[src/rtl/pwm_timebase.sv]
// Up/down/center-aligned PWM timebase with shadowed ARR, mode and repetition count.
// Define PWM_TIMEBASE_REP_CNT_EN to gate update events with the repetition counter.
module pwm_timebase #(
    parameter int unsigned CNT_WIDTH = 16,
    parameter int unsigned REP_WIDTH = 8
) (
    input  logic                 clk_psc_i,
    input  logic                 rst_n_i,
    input  logic                 ck_cnt_i,
    input  logic                 cnt_en_i,
    input  logic [1:0]           mode_i,
    input  logic [CNT_WIDTH-1:0] arr_preload_i,
    input  logic                 arpe_i,
    input  logic [REP_WIDTH-1:0] rcr_preload_i,
    input  logic                 ug_i,
    output logic [CNT_WIDTH-1:0] cnt_o,
    output logic                 dir_o,
    output logic                 ovf_o,
    output logic                 udf_o,
    output logic                 uev_o,
    output logic [REP_WIDTH-1:0] rep_cnt_o
);

    typedef enum logic [1:0] {
        ModeUp     = 2'b00,
        ModeDown   = 2'b01,
        ModeCenter = 2'b10
    } mode_e;

    localparam logic [CNT_WIDTH-1:0] CntOne = CNT_WIDTH'(1);

    logic [CNT_WIDTH-1:0] cnt_q, cnt_d;
    logic [CNT_WIDTH-1:0] arr_sh_q, arr_sh_d;
    logic                 dir_q, dir_d;
    logic                 ovf_q, ovf_d;
    logic                 udf_q, udf_d;
    logic                 uev_q, uev_d;
    mode_e                mode_sh_q, mode_sh_d;
    mode_e                mode_in;
    logic                 rep_zero;

    always_comb begin
        case (mode_i)
            2'b01:   mode_in = ModeDown;
            2'b10:   mode_in = ModeCenter;
            default: mode_in = ModeUp;
        endcase
    end

    always_comb begin
        cnt_d     = cnt_q;
        dir_d     = dir_q;
        ovf_d     = 1'b0;
        udf_d     = 1'b0;
        uev_d     = 1'b0;
        mode_sh_d = mode_sh_q;
        arr_sh_d  = arpe_i ? arr_sh_q : arr_preload_i;
        if (!cnt_en_i) begin
            cnt_d     = (mode_in == ModeDown) ? arr_preload_i : '0;
            dir_d     = (mode_in == ModeDown);
            mode_sh_d = mode_in;
            arr_sh_d  = arr_preload_i;
        end else begin
            if (ug_i) begin
                cnt_d = (mode_sh_q == ModeDown) ? arr_sh_q : '0;
                dir_d = (mode_sh_q == ModeDown);
            end else if (ck_cnt_i) begin
                case (mode_sh_q)
                    ModeDown: begin
                        if (cnt_q == '0) begin
                            cnt_d = arr_sh_q;
                            udf_d = 1'b1;
                        end else begin
                            cnt_d = cnt_q - CntOne;
                        end
                    end
                    ModeCenter: begin
                        if (!dir_q) begin
                            if (cnt_q >= arr_sh_q) begin
                                ovf_d = 1'b1;
                                dir_d = 1'b1;
                                cnt_d = (arr_sh_q == '0) ? '0 : cnt_q - CntOne;
                            end else begin
                                cnt_d = cnt_q + CntOne;
                            end
                        end else if (cnt_q == '0) begin
                            udf_d = 1'b1;
                            dir_d = 1'b0;
                            cnt_d = (arr_sh_q == '0) ? '0 : CntOne;
                        end else begin
                            cnt_d = cnt_q - CntOne;
                        end
                    end
                    default: begin
                        if (cnt_q >= arr_sh_q) begin
                            cnt_d = '0;
                            ovf_d = 1'b1;
                        end else begin
                            cnt_d = cnt_q + CntOne;
                        end
                    end
                endcase
            end
            uev_d = ug_i | ((ovf_d | udf_d) & rep_zero);
            // A new mode only re-derives direction; the count carries on from where it is.
            if (uev_d) begin
                mode_sh_d = mode_in;
                arr_sh_d  = arr_preload_i;
                if (mode_in != mode_sh_q) begin
                    dir_d = (mode_in == ModeDown);
                end
            end
        end
    end

    always_ff @(posedge clk_psc_i or negedge rst_n_i) begin
        if (!rst_n_i) begin
            cnt_q     <= '0;
            dir_q     <= 1'b0;
            ovf_q     <= 1'b0;
            udf_q     <= 1'b0;
            uev_q     <= 1'b0;
            arr_sh_q  <= '0;
            mode_sh_q <= ModeUp;
        end else begin
            cnt_q     <= cnt_d;
            dir_q     <= dir_d;
            ovf_q     <= ovf_d;
            udf_q     <= udf_d;
            uev_q     <= uev_d;
            arr_sh_q  <= arr_sh_d;
            mode_sh_q <= mode_sh_d;
        end
    end

`ifdef PWM_TIMEBASE_REP_CNT_EN
    localparam logic [REP_WIDTH-1:0] RepOne = REP_WIDTH'(1);

    logic [REP_WIDTH-1:0] rep_q, rep_d;
    logic [REP_WIDTH-1:0] rcr_sh_q, rcr_sh_d;
    logic                 period_evt;

    assign period_evt = ovf_d | udf_d;
    assign rep_zero   = (rep_q == '0);

    // Reload uses the shadow as it stood before this update event.
    always_comb begin
        rep_d    = rep_q;
        rcr_sh_d = rcr_sh_q;
        if (!cnt_en_i) begin
            rep_d    = rcr_preload_i;
            rcr_sh_d = rcr_preload_i;
        end else if (uev_d) begin
            rep_d    = rcr_sh_q;
            rcr_sh_d = rcr_preload_i;
        end else if (period_evt) begin
            rep_d = rep_q - RepOne;
        end
    end

    always_ff @(posedge clk_psc_i or negedge rst_n_i) begin
        if (!rst_n_i) begin
            rep_q    <= '0;
            rcr_sh_q <= '0;
        end else begin
            rep_q    <= rep_d;
            rcr_sh_q <= rcr_sh_d;
        end
    end

    assign rep_cnt_o = rep_q;
`else
    logic unused_rcr;

    assign unused_rcr = ^rcr_preload_i;
    assign rep_zero   = 1'b1;
    assign rep_cnt_o  = '0;
`endif

    assign cnt_o = cnt_q;
    assign dir_o = dir_q;
    assign ovf_o = ovf_q;
    assign udf_o = udf_q;
    assign uev_o = uev_q;

endmodule

[config.mk]
export PLATFORM = sky130hd
export DESIGN_NAME = pwm_timebase
export DESIGN_NICKNAME = d
export VERILOG_FILES = /design/src/rtl/pwm_timebase.sv
export SDC_FILE = /design/constraint.sdc
export NUM_CORES = 1
export LEC_CHECK = 0
export ABC_AREA = 1
export CORE_UTILIZATION = 35
export DETAILED_ROUTE_END_ITERATION = 16
export PLACE_DENSITY = 0.68
export SYNTH_ARGS = -nofsm -noshare
export SYNTH_HDL_FRONTEND = slang
export SYNTH_SLANG_ARGS = --single-unit
[constraint.sdc]
create_clock -name clk_psc_i -period 2.1 [get_ports clk_psc_i]
set_input_delay 0.42 -clock clk_psc_i [delete_from_list [all_inputs] [get_ports clk_psc_i]]
set_output_delay 0.42 -clock clk_psc_i [all_outputs]
set_load 0.005 [all_outputs]
==> results of run 1 <==
[cells by family (layout without fill, tap and decap cells)]
logic type | count (synthesis) | count (layout) | share of synthesized area [%]
and+or+nand+nor | 394 | 397 | 40.75
other | 1 | 8 | 0.08973
buffers and inverters | 105 | 240 | 11.65
adders and majority gates | 20 | 20 | 5.988
DFF | 38 | 38 | 22.75
xor gates and xnor gates | 11 | 11 | 2.306
AOI/OAI and AO/OA | 119 | 119 | 16.47
[path summary, 6_finish.rpt]
path / from / end / slack, ns / depth (start not counted)
setup / recovery: cnt_o[3] / dir_o / -0.17 / 14
hold / removal: rst_n_i / cnt_o[15] / 0.06 / 1
setup reg to reg: cnt_o[3] / dir_o / -0.17 / 14
hold reg to reg: arr_sh_q[12] / arr_sh_q[12] / 0.57 / 2
max in group asynchronous: rst_n_i / cnt_o[3] / 1.51 / 2
min in group clk_psc_i: arr_sh_q[12] / arr_sh_q[12] / 0.57 / 2
[cells in the final DEF, fill, tap and decap left out, types with 8 or more instances in the layout]
| cell | synthesis | layout |
|---|---|---|
| buf_4 | 8 | 102 |
| o21ai_1 | 3 | 14 |
| inv_1 | 65 | 50 |
| nand2_1 | 231 | 193 |
| o21ai_2 | 14 | 17 |
| dfrtp_1 | 38 | 35 |
| nor2_4 | 4 | 11 |
| nand2_2 | 6 | 31 |
| nand4_1 | 12 | 12 |
| a21oi_2 | 0 | 13 |
| a21oi_1 | 65 | 51 |
| nand3_1 | 54 | 50 |
| nand2_4 | 1 | 14 |
| clkdlybuf4s50_1 | 0 | 42 |
| o21ai_0 | 22 | 8 |
| ha_4 | 0 | 14 |
| inv_2 | 3 | 17 |
| buf_6 | 3 | 14 |
| xor2_1 | 9 | 9 |
| nor2_1 | 68 | 53 |
| conb_1 | 1 | 8 |
| nor2_2 | 4 | 12 |
[sequential cells by signal, indices dropped and copies added (netlist names)]
name       flops
mode_sh_q      2
arr_sh_q      16
dir_o          1
uev_o          1
cnt_o         16
udf_o          1
ovf_o          1
[where the power goes]
group	switching, uW	leakage [uW]	total [uW]	internal [uW]
sequential	56.8	0.000472	859	802
combinational	1170	0.00245	2060	891
clock	302	0.0000706	738	436
total	1530	0.00299	3660	2130
[layer usage]
layer  GRT usage, %  vias to the layer above  share of wire (%)
li1               -                     2510                  -
met1          32.68                     2380                 40
met2          42.08                      265                 46
met3          3.609                       69                8.5
met4          13.60                        0                4.9
met5              0                        -                  0
[through the flow]
stage	TNS (ns)	util [%]	area [um2]	std cells	worst slack, ns
floorplan	0	-	4265	695	0.0006166
global placement	-2.769	46.61	5368	940	-0.1496
detailed placement	-3.015	46.61	5368	940	-0.1817
CTS	-1.134	50.63	5831	966	-0.07298
global route	-7.736	54.72	6301	976	-0.2868
finish	-2.867	54.72	6301	976	-0.1739
[worst register-to-register path: stages (launching register included)]
cell and delay, ns:
dfrtp_2 0.43, ha_4 0.28, nand4_1 0.14, nor2_2 0.15, nor2_2 0.06, nand2_4 0.08
nand2_4 0.06, nand2_4 0.09, nand4_1 0.18, nand3_4 0.17, nor2_4 0.06, buf_12 0.14
buf_8 0.13, a21oi_2 0.11, o21ai_1 0.08
[cell type report]
class,instances,share of cell area [%]
inverters,69,4.150
clock buffers,6,2.045
flip-flops and latches,38,15.15
repair buffers,163,22.36
well taps,143,2.840
clock inverters,2,0.1589
multi-input cells,555,53.30
[timing repair]
item / CTS / global route
endpoints found under the setup margin: 32 / 38
endpoints found under the hold margin: 0 / 0
cloned: 3 / 1
pin swaps: 26 / 42
resized for setup: 43 / 109
setup buffers: 15 / 13
hold buffers: 0 / 0
==> results.md, run 1 <==
- Die area: ~12000 um2
- Synth top area share: between 20 and 25%
- Layout area overhead: 50.78%
- Detailed Route WL: 16010 um
- Clock latency on the worst-skew pair: 0.29 ns
- Slew Viols, Final: 0
- Worst VDD drop: 429.5 uV
- Num rows: 39
- Final hold vios: 0
- Pwr/cell area: 580.3 nW/um2
- Area contributors post-synth: dfrtp_1 (23%), nand2_1 (21%), a21oi_1 (7.8%)
- Crit path cell chain: ha_4 > nand4_1 > nor2_2 > nor2_2 > nand2_4 > nand2_4 > nand2_4 > nand4_1 > nand3_4 > nor2_4 > buf_12 > buf_8 > a21oi_2 > o21ai_1
- Initial drt markers: 447
- Remaining DRCs: 3
- H-Tree Depth: 2
- Run status: finished, violations left
- Clock sink total: 38
- Total global-route track usage: approximately a quarter
- CP delay by family, top: simple AND/OR/NAND/NOR gates
- Post-route setup slack: -0.1739 ns
- Vias in the first global route: approximately 4900
- DP HPWL: 10890 um
- Most frequent cell on the critical path: nand2_4
- Initial antenna violation count: 0
- Antenna Nets Post-Route: 0
- Startpoint types: flop
- Synthesized area: between 4000 and 5000 um2
- # setup viols final: 27
- Core area: 11520 um2
- Unique masters post-synth: 39
- Cell count after synthesis: slightly below 700
- Wirelength per Cell: approximately 16 um
- Detailed Routing Iterations Pass 1: 11
- Worst-Margin Slew: a little over 0.8 ns
- Fin crit period: around 2.3 ns
- Max Freq: approximately 440 MHz
- Area of the multi-input gates: 3358 um2
- Cell with the most instances after synthesis: nand2_1
- Critical Path RT: 2.27 ns
- CTS tree: yes
- Die Height: 111.3 um
- Synth Warn #: 0
- Fraction of registers with async set/reset: 100.0%
- Via count: around 5200
- Static Leakage: 0.002988 uW
- CTS Root Cell: clkbuf_16
- Rel. slew slack: 45.73%
- Fin nets: 884
- Tcrit/Tclk final: 108.3%
- RSZ-0062 raised after global routing: yes
- Clock Path Buffers: 2
- Failing checks: DRC, setup timing
- Arr. time, crit path: 2.44 ns
- N_diodes: 0
- MaxCap Viol Count: 0
- Predominant post-synthesis flop cell: dfrtp_1
- WP buf/inv: 2
- WS Path Type: flop to flop
- Clk slew on worst S/H paths: about 0.06 ns
- Largest net degree at the start of global routing: 19
- Vias per inst: 5.352
- Crit Path Max Fanout: 5
- Port bufs: 43
- Slowest CP cell: dfrtp_2
- Fin Hold WS: about 0.057 ns
- Final GP Congestion: between 0.9 and 1
- Top post-synthesis cells by count: nand2_1 (231), nor2_1 (68), a21oi_1 (65), inv_1 (65), nand3_1 (54)
- Global-route wire length before repair: roughly 25000 um
- Pwr Total: 3657 uW
- TritonCTS Buffers: 5
- Layout cells sized above 1: 33.13%
- Register area: 954.7 um2
- IO Pins: 60
- Dominant cell type by area after synthesis: dfrtp_1
- Post-Route Skew: 0.005004 ns
- Mapped Avg Cell Area: 6.074 um2
- Crit end category: flop
- Initial core utilization: 36.29%
- Die width: 111.3 um
- Global route total overflow: 0
- Hold crit path type: input pin to asynchronous set/reset pin
- Number of synthesized flops with an enable pin: 0
- Crit-path max cell delay: 0.43 ns
- Sequential fraction of the synthesis area: 22.75%
- Fillers: roughly 1100
- Synth Register Bits: 38
Note: power is estimated with default switching activity, not from simulation.
==> inputs of run 2 (changes only) <==
CORE_UTILIZATION = 49   (was 35)
PLACE_DENSITY = 0.87   (was 0.68)
==> results.md, run 2 (synthesis results as in run 1) <==
- Run status: finished, violations left
- Failing checks: setup timing
- Pwr Total: 3479 uW
- Final hold vios: 0
- Crit path cell chain: ha_4 > nand4_1 > nor3_2 > nand2_4 > nand2_4 > inv_1 > buf_6 > nand2_4 > nand3_1 > nand2_1 > nand2_1 > nand2_1 > nand2_1 > a21oi_2
- Largest net degree at the start of global routing: 39
- N_diodes: 0
- IO Pins: 60
- Most frequent cell on the critical path: nand2_1
- DP HPWL: 11280 um
- Layout cells sized above 1: 30.72%
- Crit Path Max Fanout: 5
- Fillers: around 580
- Worst VDD drop: ~400 uV
- Global-route wire length before repair: 25260 um
- Core area: roughly 8200 um2
- Detailed Routing Iterations Pass 1: 5
- Tcrit/Tclk final: 114.3%
- Num rows: 33
- Vias per inst: 6.062
- Pwr/cell area: about 570 nW/um2
- Detailed Route WL: 17760 um
- Layout area overhead: 45.48%
- Clock Path Buffers: 2
- Via count: ~5700
- Post-route setup slack: -0.2996 ns
- Die width: 94.35 um
- Most frequent cells in the layout: nand2_1 (199), buf_4 (99), nor2_1 (58)
- Global route total overflow: 0
- Final Non-Filler Cells: roughly 940
- Arr. time, crit path: 2.63 ns
- Cells after DPL: approximately 900
- Wirelength per Cell: 19.00 um
- Worst-Margin Slew: 0.9022 ns
- Clock latency on the worst-skew pair: 0.30 ns
- Antenna Nets Post-Route: 0
- Post-place setup slack: -0.1945 ns
- # setup viols final: 36
- RSZ-0062 raised after global routing: yes
- CTS Root Cell: clkbuf_8
- Port bufs: 43
- MaxCap Viol Count: 0
- CP delay by family, top: simple AND/OR/NAND/NOR gates
- Clock sink total: 38
- Die area: 8902 um2
- Initial drt markers: 548
- Fin nets: 881
- Hold crit path type: input pin to asynchronous set/reset pin
- Static Leakage: 0.002946 uW
- Slew Viols, Final: 0
- Remaining DRCs: 0
- Critical Path RT: 2.33 ns
- Clk slew on worst S/H paths: 0.09 ns
- Fin Hold WS: between 0.15 and 0.2 ns
- Post-cts hold buffer count: 0
- H-Tree Depth: 2
- Die Height: 94.35 um
- Slowest CP cell: dfrtp_1
- Max Freq: 416.7 MHz
- CTS tree: yes
- Fin crit period: 2.400 ns
- Final GP Congestion: 1.056
- Rel. slew slack: between 30% and 40%
- Post-Route Skew: 0.008071 ns
- Startpoint types: flop
- Initial core utilization: 50.86%
- WP buf/inv: 2
- Vias in the first global route: 5221
- Crit-path max cell delay: 0.45 ns
- WS Path Type: flop to flop
- Total global-route track usage: 36.96%
- Initial antenna violation count: 0
- Crit end category: flop
- Commonest non-fill, non-tap cell in the layout: nand2_1
- TritonCTS Buffers: 5
==> run 2: path summary, 6_finish.rpt <==
check / from / end / slack, ns / cells after the start
hold reg to reg: mode_sh_q[1] / mode_sh_q[1] / 0.58 / 2
max in group asynchronous: rst_n_i / cnt_o[4] / 1.54 / 2
setup / recovery: cnt_o[10] / cnt_o[7] / -0.30 / 14
setup reg to reg: cnt_o[10] / cnt_o[7] / -0.30 / 14
min in group clk_psc_i: mode_sh_q[1] / mode_sh_q[1] / 0.58 / 2
hold / removal: rst_n_i / cnt_o[14] / 0.16 / 2
==> run 2: layer usage <==
layer	track usage (%)	up-vias	part of all wire (%)
li1	-	2502	-
met1	48.18	2614	37
met2	56.82	442	44
met3	8.132	110	12
met4	19.87	0	6.4
met5	0	-	0
==> run 2: stage by stage <==
stage                     area [um2]  utilization, %  setup TNS [ns]
after floorplan                 4265               -               0
after global placement          5295           64.44          -2.131
after detailed placement        5295           64.44          -3.889
after CTS                       5625           68.46          -2.060
after global routing            6080           73.99          -9.022
final                           6080           73.99          -6.649
==> run 2: power by group <==
group | total [uW] | internal, uW | switching, uW
combinational | 2090 | 872 | 1210
sequential | 868 | 800 | 67.8
clock | 526 | 231 | 295
==> run 2: layout make-up <==
| type | instances | area (um2) | area share [%] |
|---|---|---|---|
| Sequential cell | 38 | 954.7 | 15.70 |
| Multi-Input combinational cell | 556 | 3262 | 53.65 |
| Clock buffer | 6 | 72.57 | 1.194 |
| Tap cell | 105 | 131.4 | 2.161 |
| Clock inverter | 2 | 10.01 | 0.1646 |
| Inverter | 69 | 264.0 | 4.342 |
| Timing Repair Buffer | 159 | 1385 | 22.78 |
==> run 2: repair_timing <==
action / in CTS / in global routing
resized for setup: 35 / 93
gates cloned: 2 / 2
pin swaps: 16 / 45
buffers inserted: 13 / 18
hold endpoints to repair: 0 / 0
endpoints found under the setup margin: 34 / 38
